## config.mk

```make
export PLATFORM = sky130hd
export DESIGN_NAME = mc_control_fsm
export DESIGN_NICKNAME = d
export VERILOG_FILES = /design/src/rtl/mc_control_fsm.sv
export SDC_FILE = /design/constraint.sdc
export NUM_CORES = 1
export LEC_CHECK = 0
export ABC_AREA = 1
export ABC_CLOCK_PERIOD_IN_PS = 2700
export BUFFER_PORTS_ARGS = -buffer_cell sky130_fd_sc_hd__buf_2
export CORE_MARGIN = 1
export CORE_UTILIZATION = 35
export CTS_CLUSTER_SIZE = 40
export DETAILED_ROUTE_END_ITERATION = 8
export SLEW_MARGIN = 20
export SYNTH_ARGS = -nofsm -noshare
export SYNTH_HDL_FRONTEND = slang
export SYNTH_SLANG_ARGS = --single-unit
```

## constraint.sdc

```tcl
create_clock -name cclk -period 2.7 [get_ports cclk]
set_input_delay 0.405 -clock cclk [delete_from_list [all_inputs] [get_ports cclk]]
set_output_delay 0.405 -clock cclk [all_outputs]
set_load 0.05 [all_outputs]
```

## src/rtl/mc_control_fsm.sv

```systemverilog
// Multicycle MIPS control FSM with a memory request/ready handshake, a memory
// timeout watchdog and sticky fault trapping for illegal instructions/timeouts.
module mc_control_fsm #(
  parameter int unsigned MEM_TIMEOUT = 15,
  parameter int unsigned TO_W        = 8,
  parameter int unsigned EN_SHIFT    = 1
) (
  input  logic        cclk,
  input  logic        rstb,
  input  logic [31:0] instr,
  input  logic        mem_ready,
  output logic        mem_req,
  output logic        MemtoReg,
  output logic        IorD,
  output logic [1:0]  RegDst,
  output logic [1:0]  PCSrc,
  output logic [1:0]  ALUSrcA,
  output logic [1:0]  ALUSrcB,
  output logic [1:0]  Branch,
  output logic        IRWrite,
  output logic        MemWrite,
  output logic        PCWrite,
  output logic        RegWrite,
  output logic        ExtOp,
  output logic [1:0]  alu_op,
  output logic [5:0]  alu_funct,
  output logic        fault,
  output logic [1:0]  fault_code,
  output logic        retire,
  output logic [3:0]  state_o
);

  typedef enum logic [3:0] {
    StFetch    = 4'd0,
    StDecode   = 4'd1,
    StMemAdr   = 4'd2,
    StMemRead  = 4'd3,
    StMemWb    = 4'd4,
    StMemWrite = 4'd5,
    StExecute  = 4'd6,
    StAluWb    = 4'd7,
    StBranch   = 4'd8,
    StItypeEx  = 4'd9,
    StItypeWb  = 4'd10,
    StJump     = 4'd11,
    StJr       = 4'd12,
    StJal      = 4'd13,
    StFault    = 4'd15
  } state_e;

  localparam logic [5:0] OpRtype = 6'd0;
  localparam logic [5:0] OpJ     = 6'd2;
  localparam logic [5:0] OpJal   = 6'd3;
  localparam logic [5:0] OpBeq   = 6'd4;
  localparam logic [5:0] OpBne   = 6'd5;
  localparam logic [5:0] OpAddi  = 6'd8;
  localparam logic [5:0] OpSlti  = 6'hA;
  localparam logic [5:0] OpAndi  = 6'hC;
  localparam logic [5:0] OpOri   = 6'hD;
  localparam logic [5:0] OpXori  = 6'hE;
  localparam logic [5:0] OpLui   = 6'hF;
  localparam logic [5:0] OpLw    = 6'd35;
  localparam logic [5:0] OpSw    = 6'd43;

  localparam logic [1:0] CodeIllegal = 2'd1;
  localparam logic [1:0] CodeTimeout = 2'd2;

  state_e          r_state, w_next;
  logic [TO_W-1:0] r_wait, w_wait;
  logic            r_fault;
  logic [1:0]      r_fault_code, w_code;

  logic [5:0] w_op, w_funct;
  logic       w_is_shift, w_sign_ext, w_timeout, w_to_fault;
  logic       w_unused_instr;

  assign w_op           = instr[31:26];
  assign w_funct        = instr[5:0];
  assign w_unused_instr = ^instr[25:6];
  assign w_is_shift     = (w_funct == 6'd0) || (w_funct == 6'd2) || (w_funct == 6'd3);
  assign w_sign_ext     = (w_op == OpAddi) || (w_op == OpSlti);
  // Last permitted wait cycle: no ready now means the access has timed out.
  assign w_timeout      = !mem_ready && (r_wait == TO_W'(MEM_TIMEOUT));
  assign w_to_fault     = (w_next == StFault) && (r_state != StFault);

  // State, wait counter and sticky fault registers.
  always_ff @(posedge cclk) begin
    if (!rstb) begin
      r_state      <= StFetch;
      r_wait       <= '0;
      r_fault      <= 1'b0;
      r_fault_code <= 2'd0;
    end else begin
      r_state <= w_next;
      r_wait  <= w_wait;
      if (w_to_fault) begin
        r_fault      <= 1'b1;
        r_fault_code <= w_code;
      end
    end
  end

  // Next-state decode and fault cause selection.
  always_comb begin
    w_next = r_state;
    w_code = 2'd0;
    unique case (r_state)
      StFetch, StMemRead, StMemWrite: begin
        if (mem_ready) begin
          unique case (r_state)
            StFetch:   w_next = StDecode;
            StMemRead: w_next = StMemWb;
            default:   w_next = StFetch;
          endcase
        end else if (w_timeout) begin
          w_next = StFault;
          w_code = CodeTimeout;
        end
      end
      StDecode: begin
        case (w_op)
          OpLw, OpSw:                                   w_next = StMemAdr;
          OpRtype:                                      w_next = StExecute;
          OpBeq, OpBne:                                 w_next = StBranch;
          OpAddi, OpSlti, OpAndi, OpOri, OpXori, OpLui: w_next = StItypeEx;
          OpJ:                                          w_next = StJump;
          OpJal:                                        w_next = StJal;
          default: begin
            w_next = StFault;
            w_code = CodeIllegal;
          end
        endcase
      end
      StMemAdr:  w_next = (w_op == OpLw) ? StMemRead : StMemWrite;
      StExecute: begin
        if (w_funct == 6'd8) begin
          w_next = StJr;
        end else if (w_funct inside {6'd32, 6'd34, 6'd36, 6'd37, 6'd38, 6'd39, 6'd42}) begin
          w_next = StAluWb;
        end else if (w_is_shift && (EN_SHIFT != 0)) begin
          w_next = StAluWb;
        end else begin
          w_next = StFault;
          w_code = CodeIllegal;
        end
      end
      StItypeEx: w_next = StItypeWb;
      StMemWb, StAluWb, StBranch, StItypeWb, StJump, StJr, StJal: w_next = StFetch;
      StFault:   w_next = StFault;
      default:   w_next = StFetch;
    endcase
  end

  // Wait counter: restarts on any state change, counts unanswered request cycles.
  always_comb begin
    w_wait = '0;
    if ((w_next == r_state) && mem_req && !mem_ready) begin
      w_wait = r_wait + TO_W'(1);
    end
  end

  // Moore datapath controls, with instr-dependent fields where needed.
  always_comb begin
    mem_req   = 1'b0;
    MemtoReg  = 1'b0;
    IorD      = 1'b0;
    RegDst    = 2'b00;
    PCSrc     = 2'b00;
    ALUSrcA   = 2'b00;
    ALUSrcB   = 2'b00;
    Branch    = 2'b00;
    IRWrite   = 1'b0;
    MemWrite  = 1'b0;
    PCWrite   = 1'b0;
    RegWrite  = 1'b0;
    ExtOp     = 1'b0;
    alu_op    = 2'b00;
    alu_funct = 6'd0;
    retire    = 1'b0;
    unique case (r_state)
      StFetch: begin
        mem_req = 1'b1;
        ALUSrcB = 2'b01;
        IRWrite = mem_ready;
        PCWrite = mem_ready;
      end
      StDecode:  ALUSrcB = 2'b11;
      StMemAdr: begin
        ALUSrcA = 2'b01;
        ALUSrcB = 2'b10;
        ExtOp   = 1'b1;
      end
      StMemRead: begin
        mem_req = 1'b1;
        IorD    = 1'b1;
      end
      StMemWb: begin
        MemtoReg = 1'b1;
        RegWrite = 1'b1;
        retire   = 1'b1;
      end
      StMemWrite: begin
        mem_req  = 1'b1;
        IorD     = 1'b1;
        MemWrite = 1'b1;
        retire   = mem_ready;
      end
      StExecute: begin
        ALUSrcA   = w_is_shift ? 2'b10 : 2'b01;
        alu_op    = 2'b10;
        alu_funct = w_funct;
      end
      StAluWb: begin
        RegDst    = 2'b01;
        RegWrite  = 1'b1;
        alu_funct = w_funct;
        retire    = 1'b1;
      end
      StBranch: begin
        ALUSrcA = 2'b01;
        PCSrc   = 2'b01;
        alu_op  = 2'b01;
        Branch  = {w_op == OpBne, w_op == OpBeq};
        retire  = 1'b1;
      end
      StItypeEx: begin
        ALUSrcA   = 2'b01;
        ALUSrcB   = 2'b10;
        alu_op    = 2'b11;
        alu_funct = w_op;
        ExtOp     = w_sign_ext;
      end
      StItypeWb: begin
        RegWrite  = 1'b1;
        alu_funct = w_op;
        ExtOp     = w_sign_ext;
        retire    = 1'b1;
      end
      StJump: begin
        PCSrc   = 2'b10;
        PCWrite = 1'b1;
        retire  = 1'b1;
      end
      StJr: begin
        PCSrc   = 2'b11;
        PCWrite = 1'b1;
        retire  = 1'b1;
      end
      StJal: begin
        PCSrc    = 2'b10;
        PCWrite  = 1'b1;
        RegDst   = 2'b10;
        RegWrite = 1'b1;
        retire   = 1'b1;
      end
      default: ;
    endcase
    // A trapping cycle must not commit any architectural state.
    if (w_to_fault) begin
      IRWrite  = 1'b0;
      MemWrite = 1'b0;
      PCWrite  = 1'b0;
      RegWrite = 1'b0;
      retire   = 1'b0;
    end
  end

  assign fault      = r_fault;
  assign fault_code = r_fault_code;
  assign state_o    = r_state;

endmodule

```

==> Word-level counts from Yosys, hierarchy flattened <==
Cells that the tools add are included.
{ "word_totals": {"regBits": 15, "in_bits": 35, "out_inout_bits": 34, "wordCells": 110} }
{ "op_classes": {"n_addsub": 1, "eq_ne": 40, "n_mux": 38, "n_reduce_logical": 27} }
{ "ops": {"columns": ["cell", "n"], "rows": [
  ["6-bit == test (second input constant)", 9],
  ["4-bit one-hot mux with 6 select lines", 2],
  ["6-bit by 4-bit == test with 1-bit output (second input constant)", 7],
  ["4-bit == test (second input constant)", 8],
  ["6-bit by 2-bit == test with 1-bit output (second input constant)", 4],
  ["2-bit one-hot mux with 3 select lines", 4],
  ["4-bit 2-to-1 mux", 5],
  ["4-bit by 3-bit == test with 1-bit output (second input constant)", 4],
  ["1-bit 2-to-1 mux", 15],
  ["2-bit OR reduction", 7],
  ["13-bit OR reduction", 1],
  ["6-bit by 3-bit == test with 1-bit output (second input constant)", 2],
  ["6-bit zero test", 2],
  ["6-bit one-hot mux with 2 select lines", 1],
  ["3-bit OR reduction", 3],
  ["8-bit by 1-bit adder with 8-bit output (second input constant)", 1],
  ["4-bit by 2-bit == test with 1-bit output (second input constant)", 2],
  ["8-bit by 4-bit == test with 1-bit output (second input constant)", 1],
  ["2-bit 2-to-1 mux", 4],
  ["2-bit one-hot mux with 2 select lines", 2],
  ["7-bit nonzero test", 1],
  ["7-bit OR reduction", 1],
  ["1-bit one-hot mux with 2 select lines", 3],
  ["3-bit one-hot mux with 2 select lines", 1],
  ["11 further kinds", 16]
]} }

==> Depth between registers and ports, before layout <==
{ "logic_depth": {"ltp_word": 11, "depth_mapped": 11, "depth_no_buf": 11} }

==> Least setup slack after synthesis <==
OpenSTA, ideal clock, no wires.
{ "synth_path": {"kind": "flip-flop to output port", "startpoint": "reg r_state[1] (netlist: state_o[1])", "endpoint": "out ExtOp", "t_arrival_ns": 2.828, "slack_ns": -0.533, "stages_incl_launch_ff": 6, "path_buffers": 1, "cell_sequence": "dfxtp_1 buf_6 nand2_1 nor2_1 nor2_1 o41ai_1"} }
{ "synth_between": {"elab_chain_len": 3, "word_cells_on_any_way": 5, "cone_classes": "eq/ne (3); mux (1); reduce/logical (1)"} }
{ "synth_rtl": {"columns": ["item", "line", "rtl"], "rows": [
  ["from (decl)", "68", "state_e r_state, w_next;"],
  ["from (signal assigned)", "89", "r_state <= StFetch;"],
  ["from (signal assigned)", "94", "r_state <= w_next;"],
  ["4-bit == test", "180", "unique case (r_state)"],
  ["2-bit OR reduction (no source line)", null, null],
  ["1-bit one-hot mux with 2 select lines *", "180", null],
  ["to (decl)", "24", "output logic ExtOp,"]
]} }
Mark *: on every way between the ends. The rest lies on a longest branch, timed or not.

==> Final worst setup path <==
{ "layout_path": {"startpoint": "reg r_state[3] (netlist: state_o[3])", "endpoint": "out MemWrite"} }
{ "layout_between": {"elab_chain_len": 7, "word_cells_on_any_way": 18, "cone_classes": "eq/ne (9); mux (6); reduce/logical (3)"} }
{ "layout_rtl": {"columns": ["item", "line", "rtl"], "rows": [
  ["4-bit by 2-bit == test with 1-bit output / 4-bit zero test (equally long branches)", "107, 110", null],
  ["3-bit one-hot mux with 2 select lines", "110", "unique case (r_state)"],
  ["4-bit 2-to-1 mux", "109", "if (mem_ready) begin"],
  ["4-bit one-hot mux with 6 select lines", "107", "unique case (r_state)"],
  ["4-bit == test", "84", "assign w_to_fault = (w_next == StFault) && (r_state != StFault);"],
  ["1-bit logical AND", "84", null],
  ["1-bit 2-to-1 mux *", "259", "if (w_to_fault) begin"],
  ["to (decl)", "21", "output logic MemWrite,"]
]} }
Marks and branches as above.

==> metrics <==
Worst Path Buf+Inv=2; Reg2Reg Setup Slack=between 900 and 1000 ps; Slowest Stage Delay on Critical Path=400 ps; post-synthesis cell type count=33; core area=between 3000 and 4000 sq um; Max clock buf depth=2; CTS HTree Levels=1; number of global-route vias before repair=1344; Setup CP Type=reg -> out; setup bufs post-CTS=0; FP Rows=21; syn_nets=253; r2r startpoint=state_o[1]$_SDFF_PN0_; Int Power=approximately 630 uW; Fin. Hold Viols=0; Reg clk slew, reported paths=~60 ps; WL per Instance=11.1 microns; CTS tree=yes; hold_sp=rstb; Max Cap Violations=0; post-layout min period=2510 ps; Startpoint Class=flip-flop; Mapped Cells=roughly 220; input/output buffers=48; GRT Util Overall=between 10% and 20%; die height=~63 microns; Die ar.=about 4000 sq um; die width=~63 microns; Diodes inserted=0; Min Hold Slack=444 ps; Worst Tran Pin Value=roughly 440 ps; Worst Reg2Reg Path Length in Cells=11; hold depth=3; post-route setup TNS=0 ps; Layout Area Growth over Synthesis=28.0%; vias=1513; routability cong.=0.874; fmax=398 MHz; unrepaired setup endpoints after global routing=false; Clk pwr share=between 10% and 20%; vias per inst=approximately 4.8; Pleak=about 0.00085 uW; filler instances=386; DRT antenna net count=0; crit path DAT=approximately 2100 ps; DPL Wire Length=around 2900 microns; Cell Chain, Critical Path=nor2_2 -> inv_2 -> nor2_1 -> nand3_1 -> nand3_1 -> nor2_1 -> nand2_1 -> nand4_1 -> nor2b_2 -> clkbuf_4; GR Overflow Total=0; worst path required time=2300 ps; reg2reg end=r_wait[5]$_SDFF_PN0_; status=finished clean; period utilization=93.0%; clk_lat worst skew=250 ps; Slew Viols, Final=0; share of cells above drive strength 1=around 33%; VDD IR-drop max=around 0.73 mV; Syn Area/Cell=slightly above 6 sq um; clock sink count=15; initial antenna violation count=0; CP top delay family=simple AND/OR/NAND/NOR gates; hold_buf cts=0; Worst Clk Skew=roughly 2.5 ps; cell area after synthesis=approximately 1300 sq um; Initial Util=a little under two fifths; PD cells=~960 nW/um^2; largest net degree at the start of global routing=13; CP Capture Type=output port; Worst path slowest cell=dfxtp_1; final setup fails=0; number of DRC markers in iteration 0=64; drt first pass iters=4; Final nets=approximately 310; Rel. slew slack=between 70% and 80%; Sequential Power Share=slightly below 20%; Sw Share=between 60% and 70%; Crit Path Max Fanout=7; Clock Tree Root=clkbuf_8; first-pass GRT wire length=6020 microns; DRC=0; hold endpoint=fault_code[0]$_SDFFE_PN0P_; Min-Delay Path Class=in -> reg; Ports=69; post-cts sizing count=0; Yosys warnings=0; Num CTS Buffers=3; Synth Register Bits=15; Logic pwr share=approximately 70%; WL final=3500 microns; Psw=981 uW; sequential element share of the synthesized area=a little under a quarter
cells by family (layout without fill, tap and decap cells):
kind of cell             after synthesis  in the layout  share of synthesized area, %
AO/OA/AOI/OAI                         26             26                          12.0
XOR/XNOR                               7              7                          5.23
adder cells (fa/ha/maj)                1              1                         0.951
buffers and inverters                 37             89                          11.3
flip-flops                            15             15                          22.8
AND/OR/NAND/NOR                      131            131                          47.7
cells in the final DEF, fill, tap and decap left out, drive strengths merged, types with 3 or more instances in the layout:
| cell type | n |
|---|---|
| inv | 36 |
| dfxtp | 15 |
| a21oi | 7 |
| nor2 | 59 |
| nand4 | 4 |
| xnor2 | 3 |
| nand2 | 39 |
| o21ai | 8 |
| clkbuf | 4 |
| nand3 | 25 |
| xor2 | 4 |
| o22ai | 5 |
| buf | 48 |
cell type report:
type                    count  area (sq um)  area share (%)
multi-input cells         165           888            52.8
clock buffers               3          41.3            2.45
clock inverters             1          5.00           0.297
well taps                  46          57.6            3.42
inverters                  36           138            8.18
repair buffers             49           250            14.9
flip-flops and latches     15           303            18.0
registers in the layout, summed over array words and instances (netlist names):
signal      cells
fault_code      2
state_o         4
fault           1
r_wait          8
cell usage after synthesis, drive strengths merged:
cell	number	area, sq um
inv	36	138
a211oi	1	7.51
nand3	25	143
xor2	4	42.6
nor3b	1	7.51
xnor2	3	26.3
or2	1	6.26
nand4	4	31.3
buf	1	11.3
o21ai	8	40.0
a21oi	7	38.8
o21bai	1	7.51
o41ai	1	8.76
ha	1	12.5
o31ai	1	7.51
nor2b	1	6.26
nor3	1	5.00
dfxtp	15	300
nand2	39	174
o22ai	5	31.3
a21boi	1	7.51
nor2	59	254
o2111ai	1	8.76
routing by layer:
metal / wire (microns) / GRT usage, % / part of all wire (%) / vias up
li1: - / - / - / 803
met1: 1780 / 27.1 / 51 / 664
met2: 1490 / 28.0 / 43 / 42
met3: 201 / 4.35 / 5.7 / 4
met4: 29 / 4.26 / 0.83 / 0
met5: 0 / 0 / 0 / -
power groups by stage:
stage / registers, uW / clock network [uW] / logic, uW
CTS: 306 / 189 / 1120
global route: 317 / 199 / 1200
detailed placement: 312 / 0 / 1110
global placement: 312 / 0 / 1120
finish: 310 / 182 / 1120
floorplan: 374 / 0 / 822
tightest hold or removal path: cells and delay by family:
kind	cells	cell delay, ps
AO/OA/AOI/OAI	1	30
AND/OR/NAND/NOR	1	70
buffers and inverters	1	140
worst max-delay path by stage:
stage               slack [ps]  cells after the start                  start            to
floorplan                  -40                      5  state_o[1]$_SDFF_PN0_  alu_funct[2]
global placement           300                     10              instr[31]      MemWrite
detailed placement         280                     11  state_o[1]$_SDFF_PN0_      MemWrite
CTS                         20                     11  state_o[1]$_SDFF_PN0_      MemWrite
global route                 8                     11  state_o[1]$_SDFF_PN0_      MemWrite
finish                     190                     10  state_o[3]$_SDFF_PN0_      MemWrite
metrics by stage:
step | setup slack [ps] | instance area (sq um) | total power (uW) | util [%] | std cells
3_3_place_gp | 299 | 1620 | 1430 | 46.7 | 311
5_1_grt | 7.51 | 1680 | 1710 | 48.5 | 315
4_1_cts | 23.8 | 1670 | 1610 | 48.0 | 315
3_5_place_dp | 281 | 1620 | 1420 | 46.7 | 311
6_report | 190 | 1680 | 1610 | 48.5 | 315
2_1_floorplan | -38.2 | 1330 | 1200 | - | 217
(Power assumes the default switching activity.)
